<file path="src/rtl/data_mem_arbiter_if.sv">
// Requester-side and RAM-side signals of the two-master data memory arbiter.
interface data_mem_arbiter_if #(
  parameter int RAM_WIDTH     = 32,
  parameter int RAM_ADDR_BITS = 9
);
  logic                     req0, req1;
  logic                     we0, we1;
  logic                     lock0, lock1;
  logic [RAM_ADDR_BITS-1:0] addr0, addr1;
  logic [RAM_WIDTH-1:0]     wdata0, wdata1;
  logic                     gnt0, gnt1;
  logic                     rvalid0, rvalid1;
  logic [RAM_WIDTH-1:0]     rdata;
  logic                     mem_enable;
  logic                     mem_write_enable;
  logic [RAM_ADDR_BITS-1:0] mem_address;
  logic [RAM_WIDTH-1:0]     mem_in_data;
  logic [RAM_WIDTH-1:0]     mem_out_data;

  modport slave (
    input  req0, req1, we0, we1, lock0, lock1, addr0, addr1, wdata0, wdata1, mem_out_data,
    output gnt0, gnt1, rvalid0, rvalid1, rdata,
           mem_enable, mem_write_enable, mem_address, mem_in_data
  );

  modport master (
    output req0, req1, we0, we1, lock0, lock1, addr0, addr1, wdata0, wdata1, mem_out_data,
    input  gnt0, gnt1, rvalid0, rvalid1, rdata,
           mem_enable, mem_write_enable, mem_address, mem_in_data
  );
endinterface

</file>
<file path="src/rtl/data_mem_arbiter.sv">
// Round-robin arbiter sharing one single-port sync RAM between two requesters, with lock.
// Optional lock timeout: define MEM_ARB_LOCK_TIMEOUT_EN (bounded by LOCK_MAX).
module data_mem_arbiter #(
  parameter int RAM_WIDTH     = 32,
  parameter int RAM_ADDR_BITS = 9,
  parameter int LOCK_MAX      = 8
) (
  input  logic              clock,
  input  logic              reset_n,
  data_mem_arbiter_if.slave bus
);

  typedef enum logic [1:0] {ARB_IDLE = 2'd0, ARB_OWN0 = 2'd1, ARB_OWN1 = 2'd2} arb_state_t;

  if (LOCK_MAX < 1) begin : g_bad_lock_max
    $error("LOCK_MAX must be at least 1");
  end

  arb_state_t state, state_nxt;
  logic       ptr, ptr_nxt;
  logic [1:0] req, we, lock, gnt_raw, gnt, acc, rvalid;
  logic       sel, force_rel;
  logic [1:0][RAM_ADDR_BITS-1:0] addr;
  logic [1:0][RAM_WIDTH-1:0]     wdata;
  logic [RAM_ADDR_BITS-1:0]      last_addr;
  logic [RAM_WIDTH-1:0]          last_wdata;

  assign req   = {bus.req1,   bus.req0};
  assign we    = {bus.we1,    bus.we0};
  assign lock  = {bus.lock1,  bus.lock0};
  assign addr  = {bus.addr1,  bus.addr0};
  assign wdata = {bus.wdata1, bus.wdata0};

  always_comb begin
    gnt_raw   = '0;
    state_nxt = state;
    ptr_nxt   = ptr;
    case (state)
      ARB_IDLE: begin
        if (req[0] && (!req[1] || !ptr)) gnt_raw[0] = 1'b1;
        else if (req[1])                 gnt_raw[1] = 1'b1;
        if (gnt_raw[0]) begin
          ptr_nxt = 1'b1;
          if (lock[0]) state_nxt = ARB_OWN0;
        end
        if (gnt_raw[1]) begin
          ptr_nxt = 1'b0;
          if (lock[1]) state_nxt = ARB_OWN1;
        end
      end
      ARB_OWN0: begin
        gnt_raw[0] = req[0];
        if (!lock[0] || force_rel) begin
          state_nxt = ARB_IDLE;
          ptr_nxt   = 1'b1;
        end
      end
      ARB_OWN1: begin
        gnt_raw[1] = req[1];
        if (!lock[1] || force_rel) begin
          state_nxt = ARB_IDLE;
          ptr_nxt   = 1'b0;
        end
      end
      default: state_nxt = ARB_IDLE;
    endcase
  end

  // Grants are forced low while reset is asserted, independent of state.
  assign gnt = gnt_raw & {2{reset_n}};
  assign acc = req & gnt;
  assign sel = acc[1];

`ifdef MEM_ARB_LOCK_TIMEOUT_EN
  localparam int CNT_W = $clog2(LOCK_MAX + 1);
  localparam logic [CNT_W-1:0] CNT_MAX = CNT_W'(LOCK_MAX);

  logic [CNT_W-1:0] lock_cnt, cnt_inc;
  logic             own_idx, own_acc;

  // The grant that takes ownership counts as the first locked grant.
  assign own_idx   = (state == ARB_OWN1);
  assign own_acc   = acc[own_idx];
  assign cnt_inc   = (lock_cnt == CNT_MAX) ? lock_cnt : lock_cnt + CNT_W'(own_acc);
  assign force_rel = (state != ARB_IDLE) && (cnt_inc == CNT_MAX) && req[~own_idx];

  always_ff @(posedge clock or negedge reset_n) begin
    if (!reset_n)                                        lock_cnt <= '0;
    else if (state_nxt == ARB_IDLE)                      lock_cnt <= '0;
    else if (state == ARB_IDLE)                          lock_cnt <= CNT_W'(1);
    else                                                 lock_cnt <= cnt_inc;
  end
`else
  assign force_rel = 1'b0;
`endif

  always_ff @(posedge clock or negedge reset_n) begin
    if (!reset_n) begin
      state      <= ARB_IDLE;
      ptr        <= 1'b0;
      rvalid     <= '0;
      last_addr  <= '0;
      last_wdata <= '0;
    end else begin
      state  <= state_nxt;
      ptr    <= ptr_nxt;
      rvalid <= acc & ~we;
      if (|acc) begin
        last_addr  <= addr[sel];
        last_wdata <= wdata[sel];
      end
    end
  end

  assign bus.gnt0             = gnt[0];
  assign bus.gnt1             = gnt[1];
  assign bus.rvalid0          = rvalid[0];
  assign bus.rvalid1          = rvalid[1];
  assign bus.rdata            = bus.mem_out_data;
  assign bus.mem_enable       = |acc;
  assign bus.mem_write_enable = (|acc) & we[sel];
  assign bus.mem_address      = (|acc) ? addr[sel]  : last_addr;
  assign bus.mem_in_data      = (|acc) ? wdata[sel] : last_wdata;

endmodule

</file>
<file path="src/flat_wrapper.sv">
// flat-port wrapper written by rule: the top's interface ports become plain ports
module data_mem_arbiter_flat 
#(
  parameter int RAM_WIDTH     = 32,
  parameter int RAM_ADDR_BITS = 9,
  parameter int LOCK_MAX      = 8
)
  (clock, reset_n, bus_req0, bus_req1, bus_we0, bus_we1, bus_lock0, bus_lock1, bus_addr0, bus_addr1, bus_wdata0, bus_wdata1, bus_mem_out_data, bus_gnt0, bus_gnt1, bus_rvalid0, bus_rvalid1, bus_rdata, bus_mem_enable, bus_mem_write_enable, bus_mem_address, bus_mem_in_data);
  data_mem_arbiter_if #(.RAM_WIDTH(RAM_WIDTH), .RAM_ADDR_BITS(RAM_ADDR_BITS)) bus_i ();
  input  logic clock;
  input  logic reset_n;
  input wire logic [$bits(bus_i.req0)-1:0] bus_req0;
  input wire logic [$bits(bus_i.req1)-1:0] bus_req1;
  input wire logic [$bits(bus_i.we0)-1:0] bus_we0;
  input wire logic [$bits(bus_i.we1)-1:0] bus_we1;
  input wire logic [$bits(bus_i.lock0)-1:0] bus_lock0;
  input wire logic [$bits(bus_i.lock1)-1:0] bus_lock1;
  input wire logic [$bits(bus_i.addr0)-1:0] bus_addr0;
  input wire logic [$bits(bus_i.addr1)-1:0] bus_addr1;
  input wire logic [$bits(bus_i.wdata0)-1:0] bus_wdata0;
  input wire logic [$bits(bus_i.wdata1)-1:0] bus_wdata1;
  input wire logic [$bits(bus_i.mem_out_data)-1:0] bus_mem_out_data;
  output wire logic [$bits(bus_i.gnt0)-1:0] bus_gnt0;
  output wire logic [$bits(bus_i.gnt1)-1:0] bus_gnt1;
  output wire logic [$bits(bus_i.rvalid0)-1:0] bus_rvalid0;
  output wire logic [$bits(bus_i.rvalid1)-1:0] bus_rvalid1;
  output wire logic [$bits(bus_i.rdata)-1:0] bus_rdata;
  output wire logic [$bits(bus_i.mem_enable)-1:0] bus_mem_enable;
  output wire logic [$bits(bus_i.mem_write_enable)-1:0] bus_mem_write_enable;
  output wire logic [$bits(bus_i.mem_address)-1:0] bus_mem_address;
  output wire logic [$bits(bus_i.mem_in_data)-1:0] bus_mem_in_data;
  assign bus_i.req0 = bus_req0;
  assign bus_i.req1 = bus_req1;
  assign bus_i.we0 = bus_we0;
  assign bus_i.we1 = bus_we1;
  assign bus_i.lock0 = bus_lock0;
  assign bus_i.lock1 = bus_lock1;
  assign bus_i.addr0 = bus_addr0;
  assign bus_i.addr1 = bus_addr1;
  assign bus_i.wdata0 = bus_wdata0;
  assign bus_i.wdata1 = bus_wdata1;
  assign bus_i.mem_out_data = bus_mem_out_data;
  assign bus_gnt0 = bus_i.gnt0;
  assign bus_gnt1 = bus_i.gnt1;
  assign bus_rvalid0 = bus_i.rvalid0;
  assign bus_rvalid1 = bus_i.rvalid1;
  assign bus_rdata = bus_i.rdata;
  assign bus_mem_enable = bus_i.mem_enable;
  assign bus_mem_write_enable = bus_i.mem_write_enable;
  assign bus_mem_address = bus_i.mem_address;
  assign bus_mem_in_data = bus_i.mem_in_data;
  data_mem_arbiter #(.RAM_WIDTH(RAM_WIDTH), .RAM_ADDR_BITS(RAM_ADDR_BITS), .LOCK_MAX(LOCK_MAX)) u_core (.clock(clock), .reset_n(reset_n), .bus(bus_i));
endmodule
</file>
<file path="config.mk">
export PLATFORM = sky130hd
export DESIGN_NAME = data_mem_arbiter_flat
export DESIGN_NICKNAME = d
export VERILOG_FILES = /design/src/rtl/data_mem_arbiter_if.sv /design/src/rtl/data_mem_arbiter.sv /design/src/flat_wrapper.sv
export SDC_FILE = /design/constraint.sdc
export NUM_CORES = 1
export LEC_CHECK = 0
export CORE_UTILIZATION = 38
export CTS_CLUSTER_SIZE = 30
export DETAILED_ROUTE_END_ITERATION = 10
export GPL_TIMING_DRIVEN = 0
export PLACE_DENSITY_LB_ADDON = 0.08
export SYNTH_ARGS = -nofsm -noshare
export SYNTH_HDL_FRONTEND = slang
export SYNTH_SLANG_ARGS = --single-unit
export TNS_END_PERCENT = 20
</file>
<file path="constraint.sdc">
create_clock -name clock -period 4.1 [get_ports clock]
set_input_delay 0.615 -clock clock [delete_from_list [all_inputs] [get_ports clock]]
set_output_delay 0.615 -clock clock [all_outputs]
set_load 0.03 [all_outputs]
</file>
==> results.py, run 1 <==
metrics = {
    "run_status": {
        "outcome": "finished, final reports clean",
    },
    "die": {
        "core.rowCount": 30,
        "start_util_pct": 40.1,
        "die_x_um": 87.3,
        "die_area_sq_mm": 0.00763,
        "die_y_um": 87.3,
        "ios": 201,
        "core_area_sq_mm": 0.00691,
    },
    "worst_setup_path": {
        "worstPathCellList": "buf_2 > buf_12 > nand2_1 > or2_1 > buf_4 > buf_6 > a21oi_2 > clkdlybuf4s50_1",
        "path_buf_inv": 5,
        "critPathTopFamily": "buffers and inverters",
        "cp.required_ns": 3.48,
        "path_max_fanout": 29,
        "critPathSlowestCell": "clkdlybuf4s50_1",
        "start_kind": "primary input",
        "endpoint_kind": "primary output",
        "critPathMaxStageDelay_ns": 0.73,
        "critical_path_class": "in -> out",
        "crit_arrival_ns": 2.96,
    },
    "placed_design": {
        "pre_cts_ws_ns": 0.420,
        "dp_cells": 517,
        "portBuffers": 168,
        "dp_hpwl_um": 6060,
        "routabilityCongestion": 0.792,
    },
    "sta": {
        "rsz0062_at_grt": "no",
        "max_freq_ghz": 0.279,
        "finClkSkew_ns": 0.00594,
        "worstMarginPinSlew_ns": 0.520,
        "post-route-min-period_ns": 3.58,
        "drv_slew": 0,
        "slew_headroom_pct": 65.3,
        "hold_viol_final": 0,
        "fin_crit_sh_pct": 87.3,
        "setup_ws_ns": 0.522,
        "setup_viol_count_final": 0,
    },
    "power_and_ir_drop": {
        "powerDensity_mw_per_mm2": 656,
        "total_power_mw": 3.07,
        "ir_drop_v": 0.000334,
        "p_leak_nw": 2.08,
    },
    "cts": {
        "cts_tree": "done",
        "clk_pin_slew_worst_paths_ns": 0.09,
        "max-clock-path-buffers": 2,
        "numCtsBuffers": 5,
        "post-cts-setup-buffer-count": 0,
        "cts_resized": 0,
        "cts.htree.levels": 2,
        "insertion_delay_ns": 0.30,
        "cts_root_buf": "clkbuf_8",
        "clock_sinks": 46,
        "hold_buffers": 0,
    },
    "grt": {
        "grt_use_total_pct": 20.5,
        "first_global_vias": 2519,
        "grt_antenna_before_repair": 0,
        "grt_max_degree": 30,
        "grt_pass1_wl_um": 12100,
        "grt_overflow": 0,
    },
    "logic_synthesis": {
        "synth-seq-area-share_pct": 41.6,
        "synth_cell_types": 30,
        "postSynthCellCount": 252,
        "synthesis.nets": 378,
        "synth_area_sq_mm": 0.00277,
        "ys_ff_latch": 46,
        "avgSynthCellArea_sq_um": 11.0,
        "ys_warn_count": 0,
    },
    "layout": {
        "drive_gt1_share_pct": 21.9,
        "nets": 554,
        "diodes": 0,
        "num-fill-cells": 592,
        "area_growth_syn_to_layout_pct": 68.9,
        "final_cells": 525,
        "layout_common_cells": "clkdlybuf4s50_1 (167), dfrtp_1 (46), mux2i_1 (41), nor3_1 (41), a21oi_2 (37)",
        "mostFrequentLayoutCell": "clkdlybuf4s50_1",
    },
    "routing": {
        "first_iter_violations": 55,
        "vias_per_cell": 4.78,
        "wl_per_cell_um": 14.9,
        "firstDrtPassIters": 4,
        "routed_wl_um": 7840,
        "ant_nets": 0,
        "vias": 2509,
        "drc": 0,
    },
    "min_path": {
        "worstHoldPathType": "in -> async",
    },
    "run": {
        "maxCapViolCount": 0,
    },
}
-- worst paths after layout --
check	from	to	slack, ns	cells past startpoint
setup reg to reg	u_core.state[1]	u_core.last_wdata[30]	2.22	8
hold / removal	reset_n	u_core.last_wdata[9]	0.27	1
min in group clock	u_core.ptr	u_core.ptr	0.54	2
setup / recovery	reset_n	bus_mem_address[2]	0.52	8
hold reg to reg	u_core.ptr	u_core.ptr	0.54	2
max in group asynchronous	reset_n	u_core.last_addr[5]	3.30	2
-- cells by family after synthesis --
| logic type | Yosys count | share of synthesized area, % |
|---|---|---|
| adders and majority gates | 4 | 1.81 |
| buffers and inverters | 54 | 15.7 |
| DFF | 46 | 41.6 |
| AOI/OAI and AO/OA | 54 | 16.4 |
| muxes | 41 | 14.8 |
| and+or+nand+nor | 53 | 9.67 |
-- layer usage --
layer / vias to the layer above / GRT usage, % / share of wire, %
met5: - / 0 / 0
met4: 0 / 5.22 / 1.2
met3: 6 / 6.07 / 10
met2: 128 / 36.0 / 49
met1: 1162 / 24.3 / 40
li1: 1213 / - / -
-- final cells by class --
type	instances	area (sq um)	area share [%]
Buffer	50	419	8.96
Clock buffer	7	86.3	1.85
Clock inverter	1	5.00	0.107
Inverter	4	15.0	0.321
Multi-Input combinational cell	152	1180	25.3
Sequential cell	46	1150	24.6
Tap cell	96	120	2.57
Timing Repair Buffer	169	1700	36.3
-- power breakdown --
| group | switching, mW | internal (mW) |
|---|---|---|
| registers | 0.0649 | 0.668 |
| logic | 1.15 | 0.892 |
| clock network | 0.158 | 0.137 |
-- synth_stat cells (all sizes together) --
master    n  area (sq um)
dfrtp    46          1150
inv       4          15.0
a22o      2          18.8
o41ai     1          8.76
nor3b     2          15.0
o21a      1          7.51
mux2i    41           410
buf      43           393
o21ai     1          8.76
a21oi    45           375
o211a     1          10.0
nand2b    1          8.76
a31o      1          8.76
clkbuf    7          26.3
nand2     3          11.3
ha        4          50.1
nand3     2          10.0
nor3     41           205
o2bb2ai   1          8.76
o31ai     1          7.51
or2       1          6.26
nor2      3          11.3
-- registers in the layout (all words and copies together), names as in the netlist --
register / flops
u_core.ptr: 1
u_core.rvalid: 2
u_core.last_addr: 9
u_core.state: 2
u_core.last_wdata: 32
-- metrics by stage --
| step | utilization [%] | hold WS (ns) | cell area [sq um] | TNS, ns |
|---|---|---|---|---|
| finish | 67.7 | 0.270 | 4680 | 0 |
| global route | 67.7 | 0.295 | 4680 | 0 |
| CTS | 67.7 | 0.283 | 4680 | 0 |
| detailed placement | 66.4 | 0.515 | 4580 | 0 |
| global placement | 66.2 | 0.498 | 4570 | -70.54 |
| floorplan | - | 0.319 | 2770 | 0 |
(Power assumes the default switching activity.)
==> run 2, diff against run 1 <==
- GPL_TIMING_DRIVEN: 0 -> 1
- SLEW_MARGIN: not set -> 20
==> results.py, run 2 (same netlist as run 1, synthesis figures left out) <==
metrics = {
    "die": {
        "core.rowCount": 30,
        "ios": 201,
        "die_x_um": 87.3,
        "start_util_pct": 40.1,
        "die_area_sq_mm": 0.00763,
        "core_area_sq_mm": 0.00691,
        "die_y_um": 87.3,
    },
    "worst_setup_path": {
        "reg2regPathDepth": 7,
        "path_max_fanout": 17,
        "endpoint_kind": "primary output",
        "cp.required_ns": 3.48,
        "r2r_setup_slack_ns": 1.98,
        "critical_path_class": "in -> out",
        "crit_arrival_ns": 2.66,
        "timing.rr.end": "u_core.last_wdata[14]",
        "start_kind": "primary input",
        "r2r_start": "u_core.state[1]",
    },
    "cts": {
        "max-clock-path-buffers": 2,
        "cts_root_buf": "clkbuf_8",
        "cts_tree": "done",
        "clock_sinks": 46,
        "cts_resized": 0,
        "numCtsBuffers": 5,
        "post-cts-setup-buffer-count": 0,
        "clk_pin_slew_worst_paths_ns": 0.09,
        "cts.htree.levels": 2,
        "insertion_delay_ns": 0.30,
        "hold_buffers": 0,
    },
    "routing": {
        "firstDrtPassIters": 4,
        "vias": 2253,
        "wl_per_cell_um": 16.9,
        "first_iter_violations": 75,
        "ant_nets": 0,
        "routed_wl_um": 7570,
        "drc": 0,
        "vias_per_cell": 5.02,
    },
    "grt": {
        "grt_pass1_wl_um": 11800,
        "grt_overflow": 0,
        "first_global_vias": 2355,
        "grt_antenna_before_repair": 0,
        "grt_use_total_pct": 20.4,
        "grt_max_degree": 30,
    },
    "sta": {
        "drv_slew": 0,
        "slew_headroom_pct": 67.9,
        "rsz0062_at_grt": "no",
        "setup_ws_ns": 0.825,
        "tns_ns": 0,
        "max_freq_ghz": 0.305,
        "worstMarginPinSlew_ns": 0.482,
        "post-route-min-period_ns": 3.28,
        "hold_viol_final": 0,
        "fin_crit_sh_pct": 79.9,
        "finClkSkew_ns": 0.00779,
        "setup_viol_count_final": 0,
    },
    "placed_design": {
        "routabilityCongestion": 0.746,
        "dp_hpwl_um": 5470,
        "pre_cts_ws_ns": 0.835,
        "post_dp_cell_area_sq_mm": 0.00380,
        "portBuffers": 136,
    },
    "layout": {
        "nets": 480,
        "fin_util_pct": 56.3,
        "area_growth_syn_to_layout_pct": 40.5,
        "layout_common_cells": "clkdlybuf4s50_1 (92), buf_4 (51), dfrtp_1 (46)",
        "top_regs": "u_core.last_wdata x32, u_core.last_addr x9",
        "drive_gt1_share_pct": 28.9,
        "mostFrequentLayoutCell": "clkdlybuf4s50_1",
        "design_area_sq_mm": 0.00389,
        "top_register": "u_core.last_wdata",
        "largest_register_ffs": 32,
        "diodes": 0,
    },
    "power_and_ir_drop": {
        "powerDensity_mw_per_mm2": 731,
        "p_leak_nw": 1.77,
        "ir_drop_v": 0.000330,
    },
    "run_status": {
        "outcome": "finished, final reports clean",
    },
    "run": {
        "maxCapViolCount": 0,
    },
    "min_path": {
        "worstHoldPathType": "in -> async",
    },
}
[run 2: how the worst max path moves through the flow]
stage | depth (start not counted) | to | slack (ns) | startpoint
after floorplan | 8 | bus_mem_write_enable | 1.68 | u_core.state[0]
after global placement | 7 | bus_mem_write_enable | 0.85 | bus_req0
after detailed placement | 7 | bus_mem_write_enable | 0.84 | bus_req0
after CTS | 7 | bus_mem_write_enable | 0.82 | bus_req0
after global routing | 7 | bus_mem_write_enable | 0.74 | bus_req0
final | 7 | bus_mem_write_enable | 0.82 | bus_req0
[run 2: stage by stage]
stage	hold WS, ns	total power, mW	cells
6_report	0.266	2.84	449
3_3_place_gp	0.508	2.57	443
5_1_grt	0.297	3.02	449
3_5_place_dp	0.531	2.59	443
2_1_floorplan	0.319	2.03	252
4_1_cts	0.276	2.88	449
[run 2: layout make-up]
| type | count | area [sq um] |
|---|---|---|
| inverters | 4 | 15.0 |
| fillers | 658 | 3020 |
| clock buffers | 6 | 82.6 |
| multi-input cells | 152 | 1190 |
| repair buffers | 145 | 1330 |
| well taps | 96 | 120 |
| flip-flops and latches | 46 | 1150 |
[run 2: power breakdown]
group	switching [mW]	leakage (nW)	total, mW	internal, mW
clock	0.148	0.0431	0.279	0.130
combinational	1.11	1.20	1.84	0.726
sequential	0.0604	0.525	0.729	0.668
total	1.32	1.77	2.84	1.52
[run 2: layer usage]
metal,GRT usage (%),up-vias,wire length (um)
met1,24.2,1063,3100
met2,34.3,99,3620
met4,9.24,0,227
met5,0,-,0
li1,-,1062,-
met3,5.78,29,625
[run 2: critical path: stages]
cell and delay (ns):
clkdlybuf4s50_1 0.54, nand2b_2 0.12, a21oi_4 0.16, buf_4 0.23, or2_2 0.16, a31o_1 0.16, clkdlybuf4s50_1 0.67
